<file path="config.mk">
export PLATFORM = sky130hd
export DESIGN_NAME = alu_result_stage_flat
export DESIGN_NICKNAME = d
export VERILOG_FILES = /design/src/rtl/alu_pkg.sv /design/src/rtl/alu_result_stage_if.sv /design/src/rtl/alu_skid_buf.sv /design/src/rtl/alu_result_stage.sv /design/src/flat_wrapper.sv
export SDC_FILE = /design/constraint.sdc
export NUM_CORES = 1
export LEC_CHECK = 0
export ABC_AREA = 0
export BUFFER_PORTS_ARGS = -buffer_cell sky130_fd_sc_hd__buf_2
export CORE_MARGIN = 2
export CORE_UTILIZATION = 53
export CTS_CLUSTER_SIZE = 20
export DETAILED_ROUTE_END_ITERATION = 16
export PLACE_DENSITY = 0.84
export SETUP_SLACK_MARGIN = 0.15
export SYNTH_ARGS = -nofsm -noshare
export SYNTH_HDL_FRONTEND = slang
export SYNTH_SLANG_ARGS = --single-unit
</file>
<file path="constraint.sdc">
create_clock -name clk -period 2.4 [get_ports clk]
set_input_delay 0.72 -clock clk [delete_from_list [all_inputs] [get_ports clk]]
set_output_delay 0.72 -clock clk [all_outputs]
set_load 0.01 [all_outputs]
</file>
<file path="src/rtl/alu_pkg.sv">
// Shared ALU definitions: op codes, flag-vector layout and a flag packing helper.
package alu_pkg;

  localparam int OP_W   = 4;
  localparam int FLAG_W = 4;

  localparam int FLAG_CARRY = 3;
  localparam int FLAG_OVF   = 2;
  localparam int FLAG_ZERO  = 1;
  localparam int FLAG_NEG   = 0;

  localparam logic [OP_W-1:0] OP_ADD  = 4'h0;
  localparam logic [OP_W-1:0] OP_SUB  = 4'h1;
  localparam logic [OP_W-1:0] OP_AND  = 4'h2;
  localparam logic [OP_W-1:0] OP_OR   = 4'h3;
  localparam logic [OP_W-1:0] OP_XOR  = 4'h4;
  localparam logic [OP_W-1:0] OP_SLL  = 4'h5;
  localparam logic [OP_W-1:0] OP_SRL  = 4'h6;
  localparam logic [OP_W-1:0] OP_SRA  = 4'h7;
  localparam logic [OP_W-1:0] OP_SLT  = 4'h8;
  localparam logic [OP_W-1:0] OP_SLTU = 4'h9;

  function automatic logic [FLAG_W-1:0] pack_flags(input logic c, input logic o,
                                                   input logic z, input logic n);
    logic [FLAG_W-1:0] f;
    f             = '0;
    f[FLAG_CARRY] = c;
    f[FLAG_OVF]   = o;
    f[FLAG_ZERO]  = z;
    f[FLAG_NEG]   = n;
    return f;
  endfunction

endpackage

</file>
<file path="src/rtl/alu_result_stage_if.sv">
// ALU-to-result-stage and result-stage-to-consumer handshake bundle.
// master drives the ALU side and the consumer ready; slave is the result stage.
interface alu_result_stage_if #(parameter int WIDTH = 32) ();
  import alu_pkg::*;

  logic              in_valid;
  logic              in_ready;
  logic [WIDTH-1:0]  in_y;
  logic              in_carry;
  logic              in_overflow;
  logic              in_zero;
  logic              in_negative;
  logic [OP_W-1:0]   in_op;

  logic              out_valid;
  logic              out_ready;
  logic [WIDTH-1:0]  out_y;
  logic [FLAG_W-1:0] out_flags;
  logic [OP_W-1:0]   out_op;

  modport master (
    output in_valid, in_y, in_carry, in_overflow, in_zero, in_negative, in_op, out_ready,
    input  in_ready, out_valid, out_y, out_flags, out_op
  );

  modport slave (
    input  in_valid, in_y, in_carry, in_overflow, in_zero, in_negative, in_op, out_ready,
    output in_ready, out_valid, out_y, out_flags, out_op
  );

endinterface

</file>
<file path="src/rtl/alu_skid_buf.sv">
// Generic 2-entry skid buffer: 1-cycle latency, full throughput; in_rdy comes
// straight from a flop so upstream never sees a combinational path from out_rdy.
module alu_skid_buf #(
  parameter int W = 40
) (
  input  logic         clk,
  input  logic         rst_n,
  input  logic         in_vld,
  output logic         in_rdy,
  input  logic [W-1:0] in_dat,
  output logic         out_vld,
  input  logic         out_rdy,
  output logic [W-1:0] out_dat
);

  logic         m_vld_q, m_vld_d;
  logic [W-1:0] m_dat_q, m_dat_d;
  logic         s_vld_q, s_vld_d;
  logic [W-1:0] s_dat_q, s_dat_d;
  logic         in_rdy_q, in_rdy_d;
  logic         accept;
  logic         consume;

  assign accept  = in_vld & in_rdy_q;
  assign consume = m_vld_q & out_rdy;

  always_comb begin
    m_vld_d = m_vld_q;
    m_dat_d = m_dat_q;
    s_vld_d = s_vld_q;
    s_dat_d = s_dat_q;
    if (consume) begin
      // accept is impossible while S is valid, so S draining never races a load
      if (s_vld_q) begin
        m_dat_d = s_dat_q;
        s_vld_d = 1'b0;
      end else if (accept) begin
        m_dat_d = in_dat;
      end else begin
        m_vld_d = 1'b0;
      end
    end else if (accept) begin
      if (!m_vld_q) begin
        m_vld_d = 1'b1;
        m_dat_d = in_dat;
      end else begin
        s_vld_d = 1'b1;
        s_dat_d = in_dat;
      end
    end
    in_rdy_d = !s_vld_d;
  end

  always_ff @(posedge clk or negedge rst_n) begin
    if (!rst_n) begin
      m_vld_q  <= 1'b0;
      m_dat_q  <= '0;
      s_vld_q  <= 1'b0;
      s_dat_q  <= '0;
      in_rdy_q <= 1'b1;
    end else begin
      m_vld_q  <= m_vld_d;
      m_dat_q  <= m_dat_d;
      s_vld_q  <= s_vld_d;
      s_dat_q  <= s_dat_d;
      in_rdy_q <= in_rdy_d;
    end
  end

  assign in_rdy  = in_rdy_q;
  assign out_vld = m_vld_q;
  assign out_dat = m_dat_q;

endmodule

</file>
<file path="src/rtl/alu_result_stage.sv">
// Registered ALU output stage with sticky carry/overflow and an accept counter.
// 1-cycle latency when empty; absorbs one extra result under backpressure, then drops in_ready.
module alu_result_stage
  import alu_pkg::*;
#(
  parameter int WIDTH = 32,
  parameter int CNT_W = 16
) (
  input  logic             clk,
  input  logic             rst_n,
  alu_result_stage_if.slave bus,
  input  logic             clr_sticky,
  output logic             sticky_carry,
  output logic             sticky_ovf,
  output logic [CNT_W-1:0] result_count
);

  localparam int PAY_W = WIDTH + FLAG_W + OP_W;

  logic [PAY_W-1:0] in_pay;
  logic [PAY_W-1:0] out_pay;
  logic             accept;

  logic             sticky_carry_q, sticky_carry_d;
  logic             sticky_ovf_q, sticky_ovf_d;
  logic [CNT_W-1:0] result_count_q, result_count_d;

  assign in_pay = {bus.in_y,
                   pack_flags(bus.in_carry, bus.in_overflow, bus.in_zero, bus.in_negative),
                   bus.in_op};

  alu_skid_buf #(.W(PAY_W)) u_skid (
    .clk     (clk),
    .rst_n   (rst_n),
    .in_vld  (bus.in_valid),
    .in_rdy  (bus.in_ready),
    .in_dat  (in_pay),
    .out_vld (bus.out_valid),
    .out_rdy (bus.out_ready),
    .out_dat (out_pay)
  );

  assign bus.out_y     = out_pay[PAY_W-1 -: WIDTH];
  assign bus.out_flags = out_pay[OP_W +: FLAG_W];
  assign bus.out_op    = out_pay[OP_W-1:0];

  assign accept = bus.in_valid & bus.in_ready;

  always_comb begin
    sticky_carry_d = clr_sticky ? 1'b0 : sticky_carry_q;
    sticky_ovf_d   = clr_sticky ? 1'b0 : sticky_ovf_q;
    result_count_d = result_count_q;
    // a setting acceptance overrides a simultaneous clear
    if (accept) begin
      sticky_carry_d = sticky_carry_d | bus.in_carry;
      sticky_ovf_d   = sticky_ovf_d | bus.in_overflow;
      result_count_d = result_count_q + 1'b1;
    end
  end

  always_ff @(posedge clk or negedge rst_n) begin
    if (!rst_n) begin
      sticky_carry_q <= 1'b0;
      sticky_ovf_q   <= 1'b0;
      result_count_q <= '0;
    end else begin
      sticky_carry_q <= sticky_carry_d;
      sticky_ovf_q   <= sticky_ovf_d;
      result_count_q <= result_count_d;
    end
  end

  assign sticky_carry = sticky_carry_q;
  assign sticky_ovf   = sticky_ovf_q;
  assign result_count = result_count_q;

endmodule
</file>
<file path="src/flat_wrapper.sv">
// flat-port wrapper written by rule: the top's interface ports become plain ports
module alu_result_stage_flat import alu_pkg::*;
#(
  parameter int WIDTH = 32,
  parameter int CNT_W = 16
)
  (clk, rst_n, clr_sticky, sticky_carry, sticky_ovf, result_count, bus_in_valid, bus_in_y, bus_in_carry, bus_in_overflow, bus_in_zero, bus_in_negative, bus_in_op, bus_out_ready, bus_in_ready, bus_out_valid, bus_out_y, bus_out_flags, bus_out_op);
  alu_result_stage_if #(.WIDTH(WIDTH)) bus_i ();
  input  logic clk;
  input  logic rst_n;
  input  logic clr_sticky;
  output logic sticky_carry;
  output logic sticky_ovf;
  output logic [CNT_W-1:0] result_count;
  input wire logic [$bits(bus_i.in_valid)-1:0] bus_in_valid;
  input wire logic [$bits(bus_i.in_y)-1:0] bus_in_y;
  input wire logic [$bits(bus_i.in_carry)-1:0] bus_in_carry;
  input wire logic [$bits(bus_i.in_overflow)-1:0] bus_in_overflow;
  input wire logic [$bits(bus_i.in_zero)-1:0] bus_in_zero;
  input wire logic [$bits(bus_i.in_negative)-1:0] bus_in_negative;
  input wire logic [$bits(bus_i.in_op)-1:0] bus_in_op;
  input wire logic [$bits(bus_i.out_ready)-1:0] bus_out_ready;
  output wire logic [$bits(bus_i.in_ready)-1:0] bus_in_ready;
  output wire logic [$bits(bus_i.out_valid)-1:0] bus_out_valid;
  output wire logic [$bits(bus_i.out_y)-1:0] bus_out_y;
  output wire logic [$bits(bus_i.out_flags)-1:0] bus_out_flags;
  output wire logic [$bits(bus_i.out_op)-1:0] bus_out_op;
  assign bus_i.in_valid = bus_in_valid;
  assign bus_i.in_y = bus_in_y;
  assign bus_i.in_carry = bus_in_carry;
  assign bus_i.in_overflow = bus_in_overflow;
  assign bus_i.in_zero = bus_in_zero;
  assign bus_i.in_negative = bus_in_negative;
  assign bus_i.in_op = bus_in_op;
  assign bus_i.out_ready = bus_out_ready;
  assign bus_in_ready = bus_i.in_ready;
  assign bus_out_valid = bus_i.out_valid;
  assign bus_out_y = bus_i.out_y;
  assign bus_out_flags = bus_i.out_flags;
  assign bus_out_op = bus_i.out_op;
  alu_result_stage #(.WIDTH(WIDTH), .CNT_W(CNT_W)) u_core (.clk(clk), .rst_n(rst_n), .bus(bus_i), .clr_sticky(clr_sticky), .sticky_carry(sticky_carry), .sticky_ovf(sticky_ovf), .result_count(result_count));
endmodule
</file>
=== After elaboration in Yosys (flattened, before gate mapping) ===
Cells that the tools add are included.
Widths: inputs -> output; s select.

* Output and inout bits: 60
* Latch bits: 0
* Register bits: 101
* Bits in writable memories: 0
* ROM bits: 0
* Input bits: 45
* Memories kept: 0
* Word-level logic and storage cells: 39

* Div/mod/pow operators: 0
* Multiply operators: 0
* Equality and inequality tests: 3
* $add $sub $neg: 1
* Mux-type cells: 16
* Bitwise operators: 5
* $lt $le $gt $ge: 0
* Shift-type cells: 0
* Reductions and logical operators: 6

{| class="wikitable"
|+ Operators with widths
! operator !! number
|-
| $mux 40 || 5
|-
| $add 16x1->16 const B || 1
|-
| $mux 1 || 11
|-
| $reduce_and 3->1 || 3
|-
| $ne 2x2->1 const B || 2
|-
| $reduce_bool 2->1 || 2
|-
| $and 1x1->1 || 2
|-
| $ne 2x1->1 const B || 1
|-
| $or 1x1->1 || 2
|-
| $logic_not 1->1 || 1
|-
| $not 1->1 || 1
|}

=== Depth between registers and ports, before layout ===
* Depth after elaboration: 4
* Depth in mapped cells: 10
* Gate-level depth less buffers: 7

=== By module ===
Synthesis repeated with hierarchy kept, for this count alone.

* Cells, all modules: 386
* Area total of the unflattened synthesis: 4,735.8 um2

{| class="wikitable"
|+ By module, submodules not included
! module !! area each (um2) !! seq. area each (um2) !! cells an instance !! instances
|-
| alu_skid_buf || 3,968.8 || 2,078.2 || 322 || 1
|-
| alu_result_stage || 767.0 || 450.4 || 64 || 1
|}

=== Worst setup path after synthesis ===
No wires, ideal clock.

* Kind: input port to flip-flop
* Start point: in bus_in_valid
* End point: reg u_core.u_skid.m_dat_q[0], in the netlist u_core.u_skid.out_dat[0]
* Stages on the path: 9
* Required time: 2.263 ns
* Library setup time: 0.137 ns
* Data arrival time: 1.928 ns
* Setup slack: 0.335 ns
* Path buffers: 3
* Cell sequence: and2_1 buf_6 inv_4 ha_1 inv_1 o221a_2 clkbuf_1 clkbuf_1 a21oi_1

* Word-level cells in the longest chain between the ends: 3
* Elaborated cells on any way between the ends: 4
* Those cells by class: 1 x bitwise; 3 x reduce/logical

{| class="wikitable"
|+ RTL lines
! what !! RTL line !! RTL
|-
| start: declaration || flat_wrapper.sv:15 || <nowiki>input wire logic [$bits(bus_i.in_valid)-1:0] bus_in_valid;</nowiki>
|-
| $and 1x1->1 (*) || alu_skid_buf.sv:24 || <nowiki>assign accept = in_vld & in_rdy_q;</nowiki>
|-
| $reduce_bool 2->1 (no line) || -- ||
|-
| $reduce_and 3->1 (no line) (*) || -- ||
|-
| end signal: assignment || alu_skid_buf.sv:63 || <nowiki>m_dat_q <= m_dat_d;</nowiki>
|-
| end: declaration || alu_skid_buf.sv:17 || <nowiki>logic [W-1:0] m_dat_q, m_dat_d;</nowiki>
|}

Every way passes the cells marked *; elsewhere a longest branch is shown, timed or not.
A chain may end at the register's enable or synchronous reset.

=== Worst setup path after layout ===
* Start point: reg u_core.u_skid.in_rdy_q, in the netlist u_core.u_skid.in_rdy
* End point: reg u_core.u_skid.s_dat_q[14]

* Word-level cells in the longest chain between the ends: 2

{| class="wikitable"
|+ RTL lines
! what !! RTL line !! RTL
|-
| start: declaration || alu_skid_buf.sv:20 || <nowiki>logic in_rdy_q, in_rdy_d;</nowiki>
|-
| start signal: assignment || alu_skid_buf.sv:66 || <nowiki>in_rdy_q <= in_rdy_d;</nowiki>
|-
| $and 1x1->1 || alu_skid_buf.sv:24 ||
|-
| $reduce_and 3->1 (no line) || -- ||
|-
| end signal: assignment || alu_skid_buf.sv:65 || <nowiki>s_dat_q <= s_dat_d;</nowiki>
|-
| end: declaration || alu_skid_buf.sv:19 || <nowiki>logic [W-1:0] s_dat_q, s_dat_d;</nowiki>
|}

Every way passes these cells.

==> out/metrics.yaml <==
job:
  max-cap-violations: 0
place:
  place_ws_ns: 0.148
  portBuffers: 104
  hpwl_um: 5860
  finalWeightedCongestion: 0.759
routing:
  avgRoutedWirePerCell_um: 14.9
  initialDrtViolationCount: 100
  post_drt_via_cell_ratio: 5.16
  antenna_left: 0
  via_count: 2873
  wl_um: 8300
  firstDrtPassIters: 4
  drc: 0
critical_path:
  start_kind: "register"
  cp-end-kind: "register"
  path_class: "register to register"
  cp_max_fo: 16
  path_cells: "and2_1, inv_4, or3_2, buf_4, mux2_4"
  critPathSlowestCell: "dfstp_2"
  required_ns: 2.64
  crit_arrival_ns: 2.21
  cpPeakStageDelay_ns: 0.56
  timing.rr.end: "u_core.u_skid.s_dat_q[14]$_DFFE_PN0P_"
  reg2reg_from: "u_core.u_skid.in_rdy$_DFF_PN1_"
  r2r_cells: 5
  crit_family: "simple AND/OR/NAND/NOR gates"
  reg2reg_slack_ns: 0.43
  path_buf_inv: 2
synthesis:
  syn_area_um2: 4410
  yosys.cell_types.count: 25
  yosysWarnings: 0
  synthMuxAreaShare_pct: 22.7
  synth_area_leaders: "dfrtp_1, mux2_4, mux2i_1, a21oi_1, nor2_1"
  synthArstFlopShare_pct: 100
  synth_top_family_by_area: "multiplexers"
  synth_nets: 389
  yosys-top-cells-count: "dfrtp_1, nor2_1, a21oi_1, mux2_4, mux2i_1"
  synth-compound-area-share_pct: 5.36
  synth-adder-area-share_pct: 0.567
  synth_cells: 342
  yosys.area_share.simple_pct: 6.89
  yosysMostFrequentCell: "dfrtp_1"
  seq_area_frac_synth_pct: 57.3
  synth_top_cell_by_area: "dfrtp_1"
  ys.flop_type: "dfrtp_1"
  yosys.area_share.xor_xnor_pct: 2.98
  synth_edf_count: 0
  avgSynthCellArea_um2: 12.9
  synth_seq_cells: 101
  synth_top_area_share_pct: 56.7
sta:
  hold_violations: 0
  fin_tns_setup_ns: 0
  slew_headroom_pct: 72.0
  timing.final.ws_setup_ns: 0.434
  period_needed_ns: 1.97
  max_slew.worst_pin.slew_ns: 0.420
  finalSetupViolCount: 0
  rsz0062_at_grt: "no"
  drv_slew: 0
  fin_crit_sh_pct: 81.9
  fin_skew_ns: 0.0171
  fmax_mhz: 509
global_route:
  grt_max_degree: 60
  grt_pass1_wl_um: 13800
  grtUsageTotal_pct: 19.6
  grt-ovfl-total: 0
  antenna_found_initial: 0
  grt_pass1_vias: 2954
floorplan:
  die_y_um: 95.2
  design.core.area_um2: 8130
  std_cell_rows: 33
  num_io_pins: 105
  die_w_um: 95.2
  die-area_um2: 9070
  start_util_pct: 54.2
cts:
  clk_path_buf_depth: 2
  cts.clk_slew.worst_paths_ns: 0.10
  cts_tree: "yes"
  ctsHtreeMaxLevel: 3
  cts_sinks: 101
  post_cts_resized: 0
  cts_buffers: 9
  clkLatencyLatePin_ns: 0.36
  postCtsSetupBuffers: 0
  cts_root_buffer: "clkbuf_8"
  ctsHoldBuffers: 0
cells_and_area:
  layout-drive-gt1-share_pct: 38.5
  area_growth_pct: 19.1
  num_antenna_cells: 0
  fillCellCount: 647
  fin_nets: 494
power_and_ir_drop:
  power_density_nw_per_um2: 1230
  power.leakage_nw: 2.80
  peakVddDrop_mv: 0.618
outcome:
  status: "complete, no violations"
worst_hold_path:
  min_path_type: "input port to async pin"
## cells by family (layout without fill, tap and decap cells)
group,count (synthesis),in the layout
mux,80,80
fa+ha+maj,2,2
simple gates,72,72
xor+xnor,15,15
buf+inv,26,136
compound gates,46,46
flops,101,101
## flip-flops by register name, indices dropped and copies added (netlist names)
| signal | count |
|---|---|
| u_core.u_skid.out_dat | 40 |
| u_core.sticky_ovf | 1 |
| u_core.sticky_carry | 1 |
| u_core.u_skid.out_vld | 1 |
| u_core.result_count | 16 |
| u_core.u_skid.in_rdy | 1 |
| u_core.u_skid.s_dat_q | 40 |
| u_core.u_skid.s_vld_q | 1 |
## cell usage in the layout (no fill, tap or decap), drive strengths merged, types with 2 or more instances in the layout
cell / n
buf: 113
dfrtp: 100
nor2: 46
mux2i: 40
a21oi: 40
mux2: 40
xnor2: 12
clkbuf: 12
nand2: 9
nand4: 7
inv: 7
nand3: 6
o21ai: 5
xor2: 3
ha: 2
clkinv: 2
## per-layer routing
metal / GRT usage [%] / part of all wire, % / vias up
met5: 0 / 0 / -
met4: 7.13 / 1.7 / 0
met3: 4.35 / 5.4 / 13
met2: 31.4 / 47 / 72
met1: 26.3 / 45 / 1406
li1: - / - / 1382
## report_power, final
| part | internal [W] | leakage [nW] | switching (W) |
|---|---|---|---|
| registers | 0.00247 | 1.19 | 0.000474 |
| logic | 0.00127 | 1.51 | 0.00111 |
| clock network | 0.000572 | 0.109 | 0.000571 |
## worst max-delay path by stage
stage	slack (ns)	depth (start not counted)	endpoint	start
after global routing	0.39	5	u_core.u_skid.s_dat_q[14]$_DFFE_PN0P_	u_core.u_skid.in_rdy$_DFF_PN1_
final	0.43	5	u_core.u_skid.s_dat_q[14]$_DFFE_PN0P_	u_core.u_skid.in_rdy$_DFF_PN1_
after floorplan	0.34	9	u_core.u_skid.out_dat[0]$_DFFE_PN0P_	bus_in_valid
after CTS	0.42	5	u_core.u_skid.s_dat_q[14]$_DFFE_PN0P_	u_core.u_skid.in_rdy$_DFF_PN1_
after global placement	0.19	6	u_core.u_skid.s_dat_q[14]$_DFFE_PN0P_	bus_in_valid
after detailed placement	0.15	6	u_core.u_skid.s_dat_q[14]$_DFFE_PN0P_	bus_in_valid
## metrics by stage
step	std cells	power (W)	utilization, %	instance area [um^2]	hold slack, ns
after CTS	557	0.00652	64.6	5250	0.184
after global placement	541	0.00524	61.9	5030	0.463
after floorplan	342	0.00457	-	4410	0.424
after detailed placement	541	0.00537	61.9	5030	0.468
final	557	0.00646	64.6	5250	0.193
after global routing	557	0.00691	64.6	5250	0.191
## layout make-up
class / instances / area [um^2] / area share (%)
flip-flops and latches: 101 / 2530 / 48.1
multi-input cells: 215 / 1700 / 32.4
repair buffers: 113 / 641 / 12.2
clock buffers: 12 / 165 / 3.14
well taps: 105 / 131 / 2.50
clock inverters: 4 / 55.1 / 1.05
inverters: 7 / 28.8 / 0.548
## worst register-to-register path, cell delays in order (launching register included)
cell	delay (ns)
dfstp_2	0.56
and2_1	0.19
inv_4	0.06
or3_2	0.47
buf_4	0.26
mux2_4	0.33
(Power assumes the default switching activity.)
